`src/rtl/load_store_unit.sv`:
```
// load_store_unit: byte-addressed RISC-V load/store front end for the word-addressed memory block.
// Define LSU_ROM_WRITE_PROTECT_EN to reject stores that decode to the ROM region.
`ifndef MEM_ROM
`define MEM_ROM 1'b0
`endif
`ifndef MEM_RAM
`define MEM_RAM 1'b1
`endif

module load_store_unit #(
  parameter logic [31:0] RAM_BASE  = 32'h8000_0000,
  parameter int          WORD_BITS = 5
) (
  input  logic        clock,
  input  logic        reset,
  input  logic        req_valid,
  output logic        req_ready,
  input  logic        req_write,
  input  logic [2:0]  req_funct3,
  input  logic [31:0] req_addr,
  input  logic [31:0] req_wdata,
  output logic        resp_valid,
  output logic [31:0] resp_rdata,
  output logic        resp_err,
  output logic [31:0] mem_address,
  output logic [31:0] mem_input_data,
  output logic        mem_read,
  output logic        mem_write,
  output logic        mem_type,
  input  logic [31:0] mem_output_data
);
  typedef enum logic [1:0] {IDLE, RD, WR, RESP} state_t;
  state_t      r_state, w_next;
  logic        r_write;
  logic [2:0]  r_f3;
  logic [1:0]  r_lane;
  logic [31:0] r_wdata;
  logic        w_accept, w_ram, w_legal, w_misal, w_prot, w_err;
  logic [31:0] w_off, w_idx;
  logic [1:0]  w_lane;
  logic [7:0]  w_byte;
  logic [15:0] w_half;
  logic [31:0] w_ext, w_mask, w_ins, w_merge;
  logic [31:0] w_rdata_n, w_addr_n, w_wdata_n;
  logic        w_err_n, w_type_n;
  assign w_accept = req_valid && r_state == IDLE;
  assign w_ram    = req_addr >= RAM_BASE;
  assign w_off    = w_ram ? req_addr - RAM_BASE : req_addr;
  // Index bits above WORD_BITS are dropped so the index wraps within the array
  assign w_idx    = (w_off >> 2) & ((32'd1 << WORD_BITS) - 32'd1);
  assign w_lane   = w_off[1:0];
  assign w_legal  = req_write ? req_funct3 inside {3'b000, 3'b001, 3'b010}
                              : req_funct3 inside {3'b000, 3'b001, 3'b010, 3'b100, 3'b101};
  assign w_misal  = (req_funct3[1:0] == 2'b01 && w_lane[0]) || (req_funct3[1:0] == 2'b10 && w_lane != 2'b00);
`ifdef LSU_ROM_WRITE_PROTECT_EN
  assign w_prot   = req_write && !w_ram;
`else
  assign w_prot   = 1'b0;
`endif
  assign w_err    = !w_legal || w_misal || w_prot;
  assign w_byte   = 8'(mem_output_data >> {r_lane, 3'b000});
  assign w_half   = r_lane[1] ? mem_output_data[31:16] : mem_output_data[15:0];
  assign w_ext    = r_f3[1:0] == 2'b00 ? {{24{!r_f3[2] & w_byte[7]}}, w_byte}
                  : r_f3[1:0] == 2'b01 ? {{16{!r_f3[2] & w_half[15]}}, w_half}
                  : mem_output_data;
  // Halfword stores are lane-aligned, so 8*lane equals 16*lane[1]
  assign w_mask   = (r_f3[0] ? 32'h0000_FFFF : 32'h0000_00FF) << {r_lane, 3'b000};
  assign w_ins    = (r_f3[0] ? {16'h0, r_wdata[15:0]} : {24'h0, r_wdata[7:0]}) << {r_lane, 3'b000};
  assign w_merge  = (mem_output_data & ~w_mask) | w_ins;
  always_comb begin
    w_next = r_state == IDLE ? (!req_valid ? IDLE : w_err ? RESP
                                : (req_write && req_funct3[1:0] == 2'b10) ? WR : RD)
           : r_state == RD   ? (r_write ? WR : RESP)
           : r_state == WR   ? RESP
           : IDLE;
  end
  always_comb begin
    w_rdata_n = (r_state == RD && !r_write) ? w_ext : 32'h0;
    w_err_n   = w_accept && w_err;
    w_addr_n  = w_accept ? w_idx : mem_address;
    w_type_n  = w_accept ? (w_ram ? `MEM_RAM : `MEM_ROM) : mem_type;
    w_wdata_n = w_next == WR ? (r_state == RD ? w_merge : req_wdata) : mem_input_data;
  end
  always_ff @(posedge clock) begin
    if (reset) begin
      r_state        <= IDLE;
      req_ready      <= 1'b1;
      resp_valid     <= 1'b0;
      resp_err       <= 1'b0;
      resp_rdata     <= 32'h0;
      mem_read       <= 1'b0;
      mem_write      <= 1'b0;
      mem_address    <= 32'h0;
      mem_input_data <= 32'h0;
      mem_type       <= `MEM_ROM;
    end else begin
      r_state        <= w_next;
      req_ready      <= w_next == IDLE;
      resp_valid     <= w_next == RESP;
      resp_err       <= w_err_n;
      resp_rdata     <= w_rdata_n;
      mem_read       <= w_next == RD;
      mem_write      <= w_next == WR;
      mem_address    <= w_addr_n;
      mem_input_data <= w_wdata_n;
      mem_type       <= w_type_n;
    end
  end
  always_ff @(posedge clock) begin
    if (w_accept) begin
      r_write <= req_write;
      r_f3    <= req_funct3;
      r_lane  <= w_lane;
      r_wdata <= req_wdata;
    end
  end
endmodule

```
`config.mk`:
```
export PLATFORM = sky130hd
export DESIGN_NAME = load_store_unit
export DESIGN_NICKNAME = d
export VERILOG_FILES = /design/src/rtl/load_store_unit.sv
export SDC_FILE = /design/constraint.sdc
export NUM_CORES = 1
export LEC_CHECK = 0
export BUFFER_PORTS_ARGS = -buffer_cell sky130_fd_sc_hd__buf_2
export CELL_PAD_IN_SITES_DETAIL_PLACEMENT = 2
export CELL_PAD_IN_SITES_GLOBAL_PLACEMENT = 2
export CORE_MARGIN = 8
export CORE_UTILIZATION = 30
export DETAILED_ROUTE_END_ITERATION = 7
export PLACE_DENSITY = 0.82
export SLEW_MARGIN = 20
export SYNTH_ARGS = -nofsm -noshare
export SYNTH_HDL_FRONTEND = slang
export SYNTH_SLANG_ARGS = --single-unit
```
`constraint.sdc`:
```
create_clock -name clock -period 4.3 [get_ports clock]
set_input_delay 0.86 -clock clock [delete_from_list [all_inputs] [get_ports clock]]
set_output_delay 0.86 -clock clock [all_outputs]
set_load 0.03 [all_outputs]
```
==> results.toml, run 1 <==
[floorplanning]
ios = 205
die_area_um2 = 20400
die_w_um = 143
die_y_um = 143
rows = 46
core_um2 = 15800
initial_utilization_pct = 30.5

[layout]
syn_to_final_growth_pct = 21.7
mostFrequentLayoutCells = "buf_2 (153), dfxtp_1 (77), a21oi_1 (53)"
stdcell_area_um2 = 5860
fin_nets = 722
layout_commonest_cell = "buf_2"
drive_gt1_share_pct = 32.7

[global_route]
use_met2_pct = 32.2
use_met3_pct = 5.14
grt_overflow = 0
globalRouteTotalUtil_pct = 18.8
grt_max_degree = 40
grt_pass1_wl_um = 29200
antenna_found_initial = 1
grt-busiest-layer = "met2"
grt.met1_usage_pct = 22.2
grt_pass1_vias = 4978

[critical_path]
cpLargestDelayFamily = "simple AND/OR/NAND/NOR gates"
max_stage_delay_ns = 0.83
crit_required_ns = 4.48
cp-start-kind = "primary input"
cp.arrival_ns = 3.07
cp.buffers_inverters = 1
worstPathMaxFanout = 17
cp-end-kind = "register"
reg2reg_from = "r_state[1]"
crit_path_start = "req_funct3[0]"
cpMaxStageDelayCell = "nand2_1"
worstSetupPathType = "primary input to register"
cp_cell_sequence = "buf_2 -> and3b_1 -> nand4_1 -> nand2_1 -> a311oi_1"

[sta]
tns_ns = 0
final.setup_skew_ns = 0.00587
finalSetupViolCount = 0
worstMarginPinSlew_ns = 1.08
period_minus_slack_ns = 2.89
hold_violations = 0
fmax_mhz = 346
rsz0062_at_grt = "false"
fin_ws_ns = 1.41
slew_headroom_pct = 28.3
whs_ns = 0.466
post-route-period-util_pct = 67.3
finalMaxSlewViolations = 0

[yosys]
synth_cells = 489
synth_top_area_share_pct = 32.0
async_flop_share_pct = 0
ys_types = 53
synthTopCellsByArea = "dfxtp_1 (32%), edfxtp_1 (14%), a21oi_1 (5.5%)"
avgSynthCellArea_um2 = 9.84
synthFlopType = "dfxtp_1"
synth_edf_count = 22
ys_seq_elements = 99
ys_seq_area_share_pct = 45.7
synth_area_um2 = 4810
yosysWarnings = 0
synth_area_leader_cell = "dfxtp_1"

[clock_tree]
cts_buffers = 9
post-cts-setup-buffers = 0
cts_hold_buf = 0
cts.sinks = 99
clkTransAtPathRegs_ns = 0.07
clk_latency_ns = 0.35
cts_resized = 0
clock_tree.htree_level_count = 3
cts_max_path_buffers = 2
root_buffer = "clkbuf_16"
cts_tree = "done"

[pwr]
ir_drop_v = 0.000197
cellLeakagePower_uw = 0.00258
power.density_nw_per_um2 = 409

[detailed_routing]
dr.pass1.iters = 5
post-route-drc-count = 0
wire_per_inst_um = 23.1
drtAntennaViolNets = 0
initialDrtViolationCount = 372
routed_via_density = 5.42
vias = 4545
wirelength_um = 19400

[place]
placed_area_um2 = 5570
dpl.hpwl_um = 14700
gp_congestion = 0.851
portBuffers = 153
preCtsSetupSlack_ns = 1.23

[status]
run_status = "complete, no violations"

[job]
drv_cap = 0

[worst_hold_path]
holdCritStartpoint = "mem_address[2]"
min_path_type = "register to register"
sequential cells by signal, indices dropped and copies added (netlist names):
name	flops
req_ready	1
r_f3	3
mem_input_data	32
r_wdata	16
mem_type	1
resp_rdata	32
mem_read	1
r_write	1
mem_address	5
mem_write	1
r_lane	2
r_state	2
resp_valid	1
resp_err	1
logic make-up (layout without fill, tap and decap cells):
family                   count (synthesis)  after routing  share of synthesized area [%]
AO/OA/AOI/OAI                          158            158                           23.7
adder cells (fa/ha/maj)                  3              3                          0.780
buffers and inverters                   87            193                           10.2
flip-flops                              99             99                           45.7
multiplexers                            26             26                           7.95
other                                    1             28                         0.0779
AND/OR/NAND/NOR                        115            115                           11.6
worst min-delay path, stage by stage, from the launching register on:
cell,delay (ns)
dfxtp_1,0.31
nand2_1,0.06
a21oi_1,0.05
through the flow:
| stage | util (%) | total power, uW | std cells |
|---|---|---|---|
| final | 37.1 | 2390 | 838 |
| after global routing | 37.1 | 2490 | 838 |
| after CTS | 37.1 | 2410 | 837 |
| after detailed placement | 35.3 | 1620 | 821 |
| after global placement | 35.3 | 1600 | 821 |
| after floorplan | - | 1450 | 515 |
worst paths after layout:
check | to | slack, ns | cells after the start
setup / recovery | mem_input_data[15] | 1.41 | 5
hold / removal | mem_address[2] | 0.47 | 2
hold reg to reg | mem_address[2] | 0.47 | 2
setup reg to reg | mem_input_data[15] | 1.47 | 7
Yosys cell counts, types with 3 or more instances:
library cell and instances:
a211oi_1 15, a21oi_1 53, a222oi_1 12, a22o_1 6, a311oi_1 5, a31oi_1 3
a32o_1 7, buf_2 13, buf_4 33, buf_6 3, clkbuf_1 20, dfxtp_1 77
edfxtp_1 22, ha_1 3, inv_1 15, mux2_2 8, mux2i_1 9, mux4_2 9
nand2_1 43, nand2b_1 3, nand3_1 10, nand4_1 8, nor2_1 24, nor2b_1 4
nor3_1 7, o21ai_0 11, o221ai_1 10, o311ai_0 8, o31ai_1 12, o41ai_1 7
power breakdown:
part | internal [uW] | leakage (uW) | total [uW] | switching (uW)
sequential | 1020 | 0.000835 | 1060 | 46.4
combinational | 169 | 0.00160 | 548 | 379
clock | 423 | 0.000143 | 782 | 359
layer usage:
| layer | up-vias | part of all wire (%) |
|---|---|---|
| li1 | 2048 | - |
| met1 | 2264 | 41 |
| met2 | 204 | 50 |
| met3 | 29 | 7.3 |
| met4 | 0 | 2.0 |
| met5 | - | 0 |
cell type report:
cell class | instances | area (um2)
well taps | 216 | 270
clock inverters | 4 | 22.5
flip-flops and latches | 99 | 2200
repair buffers | 160 | 818
inverters | 17 | 63.8
fillers | 1802 | 9910
diodes | 1 | 2.50
clock buffers | 12 | 256
multi-input cells | 329 | 2220
(Power assumes the default switching activity.)
==> inputs of run 2 (changes only) <==
--- a/config.mk
+++ b/config.mk
@@ -9,9 +9,9 @@
 export CELL_PAD_IN_SITES_DETAIL_PLACEMENT = 2
 export CELL_PAD_IN_SITES_GLOBAL_PLACEMENT = 2
 export CORE_MARGIN = 8
-export CORE_UTILIZATION = 30
+export CORE_UTILIZATION = 25
 export DETAILED_ROUTE_END_ITERATION = 7
-export PLACE_DENSITY = 0.82
+export PLACE_DENSITY = 0.72
 export SLEW_MARGIN = 20
 export SYNTH_ARGS = -nofsm -noshare
 export SYNTH_HDL_FRONTEND = slang
==> constraint.sdc (replaced) <==
create_clock -name clock -period 2.37 [get_ports clock]
set_input_delay 0.474 -clock clock [delete_from_list [all_inputs] [get_ports clock]]
set_output_delay 0.474 -clock clock [all_outputs]
set_load 0.03 [all_outputs]
==> results.toml, run 2 (synthesized netlist as in run 1, its figures left out) <==
[layout]
mostFrequentLayoutCells = "buf_2 (153), dfxtp_1 (77), a21oi_1 (53)"
fin_nets = 733
reg.largest.list = "mem_input_data (32), resp_rdata (32), r_wdata (16)"
drive_gt1_share_pct = 33.9
layout_commonest_cell = "buf_2"
syn_to_final_growth_pct = 24.9

[sta]
fmax_mhz = 500
finalMaxSlewViolations = 0
post-route-period-util_pct = 84.4
worstMarginPinSlew_ns = 0.638
finalSetupViolCount = 0
tns_ns = 0
final.setup_skew_ns = 0.00887
period_minus_slack_ns = 2.00
rsz0062_at_grt = "false"
slew_headroom_pct = 56.9
hold_violations = 0

[critical_path]
cp_cell_sequence = "inv_1 -> ha_1 -> nor2b_1 -> and3_1 -> buf_4 -> nor3_1 -> a311oi_1"
cp.buffers_inverters = 2
cp.arrival_ns = 2.26
cp-end-kind = "register"
crit_path_start = "r_state[0]"
cpMaxStageDelayCell = "dfxtp_1"
worstSetupPathType = "register to register"
cpLargestDelayFamily = "simple AND/OR/NAND/NOR gates"
worstPathMaxFanout = 25
max_stage_delay_ns = 0.35
crit_required_ns = 2.63
cp-start-kind = "register"
reg2reg_from = "r_state[0]"

[clock_tree]
cts.sinks = 99
post-cts-setup-buffers = 0
cts_max_path_buffers = 2
cts_buffers = 9
clk_latency_ns = 0.36
cts_hold_buf = 0
cts_resized = 0
root_buffer = "clkbuf_16"
clkTransAtPathRegs_ns = 0.07
clock_tree.htree_level_count = 3
cts_tree = "done"

[pwr]
comb_power_share_pct = 23.1
internal_power_uw = 2950
ir_drop_v = 0.000370
p_sw_share_pct = 33.4
cellLeakagePower_uw = 0.00264
power_frac_clock_pct = 33.5
power.density_nw_per_um2 = 736
p_sw_uw = 1480
totalPowerFinal_uw = 4430
p_seq_share_pct = 43.4

[place]
portBuffers = 153
dpl.hpwl_um = 15400
gp_congestion = 0.861

[floorplanning]
rows = 50
core_um2 = 18800
die_y_um = 155
die_area_um2 = 23900
ios = 205
initial_utilization_pct = 25.6
die_w_um = 155

[detailed_routing]
post-route-drc-count = 0
dr.pass1.iters = 4
wire_per_inst_um = 22.0
drtAntennaViolNets = 0
wirelength_um = 19600
vias = 4487
routed_via_density = 5.02
initialDrtViolationCount = 196

[worst_hold_path]
holdCritStartpoint = "req_wdata[4]"
min_path_type = "primary input to register"

[job]
drv_cap = 0

[status]
run_status = "complete, no violations"

[global_route]
grt_pass1_wl_um = 29700
grt_pass1_vias = 4912
grt_max_degree = 51
globalRouteTotalUtil_pct = 16.2
grt_overflow = 0
antenna_found_initial = 1
run 2: metal layers:
| layer | track usage, % | vias up | routed length [um] |
|---|---|---|---|
| li1 | - | 2066 | - |
| met1 | 20.0 | 2238 | 8680 |
| met2 | 26.7 | 161 | 9380 |
| met3 | 4.35 | 22 | 1180 |
| met4 | 5.37 | 0 | 362 |
| met5 | 0 | - | 0 |
run 2: worst reg2reg max path: stages (launching register included):
cell and delay, ns:
dfxtp_1 0.35, inv_1 0.08, ha_1 0.30, nor2b_1 0.30, and3_1 0.24, buf_4 0.30, nor3_1 0.08, a311oi_1 0.26
run 2: stage by stage:
step	hold WS, ns	setup WS, ns	area, um2	instances	utilization, %
detailed placement	0.455	0.385	5720	876	30.4
global placement	0.441	0.466	5720	876	30.4
floorplan	0.573	0.370	4910	515	-
global route	0.301	0.212	6010	893	31.9
finish	0.310	0.370	6010	893	31.9
CTS	0.288	0.362	6010	892	31.9
run 2: final timing paths:
kind	end	slack [ns]	depth (start not counted)
setup / recovery	mem_input_data[31]	0.37	7
hold / removal	r_wdata[4]	0.31	1
setup reg to reg	mem_input_data[31]	0.37	7
hold reg to reg	mem_address[1]	0.46	2
run 2: power groups by stage:
stage	logic, uW	registers (uW)	clock network [uW]
CTS	1030	1920	1520
detailed placement	1020	1960	0
floorplan	556	2080	0
global route	1100	1930	1590
global placement	990	1950	0
finish	1020	1920	1480
run 2: cell type report:
class | count | area [um2]
antenna | 1 | 2.50
clock inverter | 6 | 36.3
inverter | 17 | 63.8
multi-input combinational | 329 | 2220
timing repair buffer | 171 | 913
sequential | 99 | 2200
fill | 2127 | 12800
tap | 260 | 325
clock buffer | 10 | 250
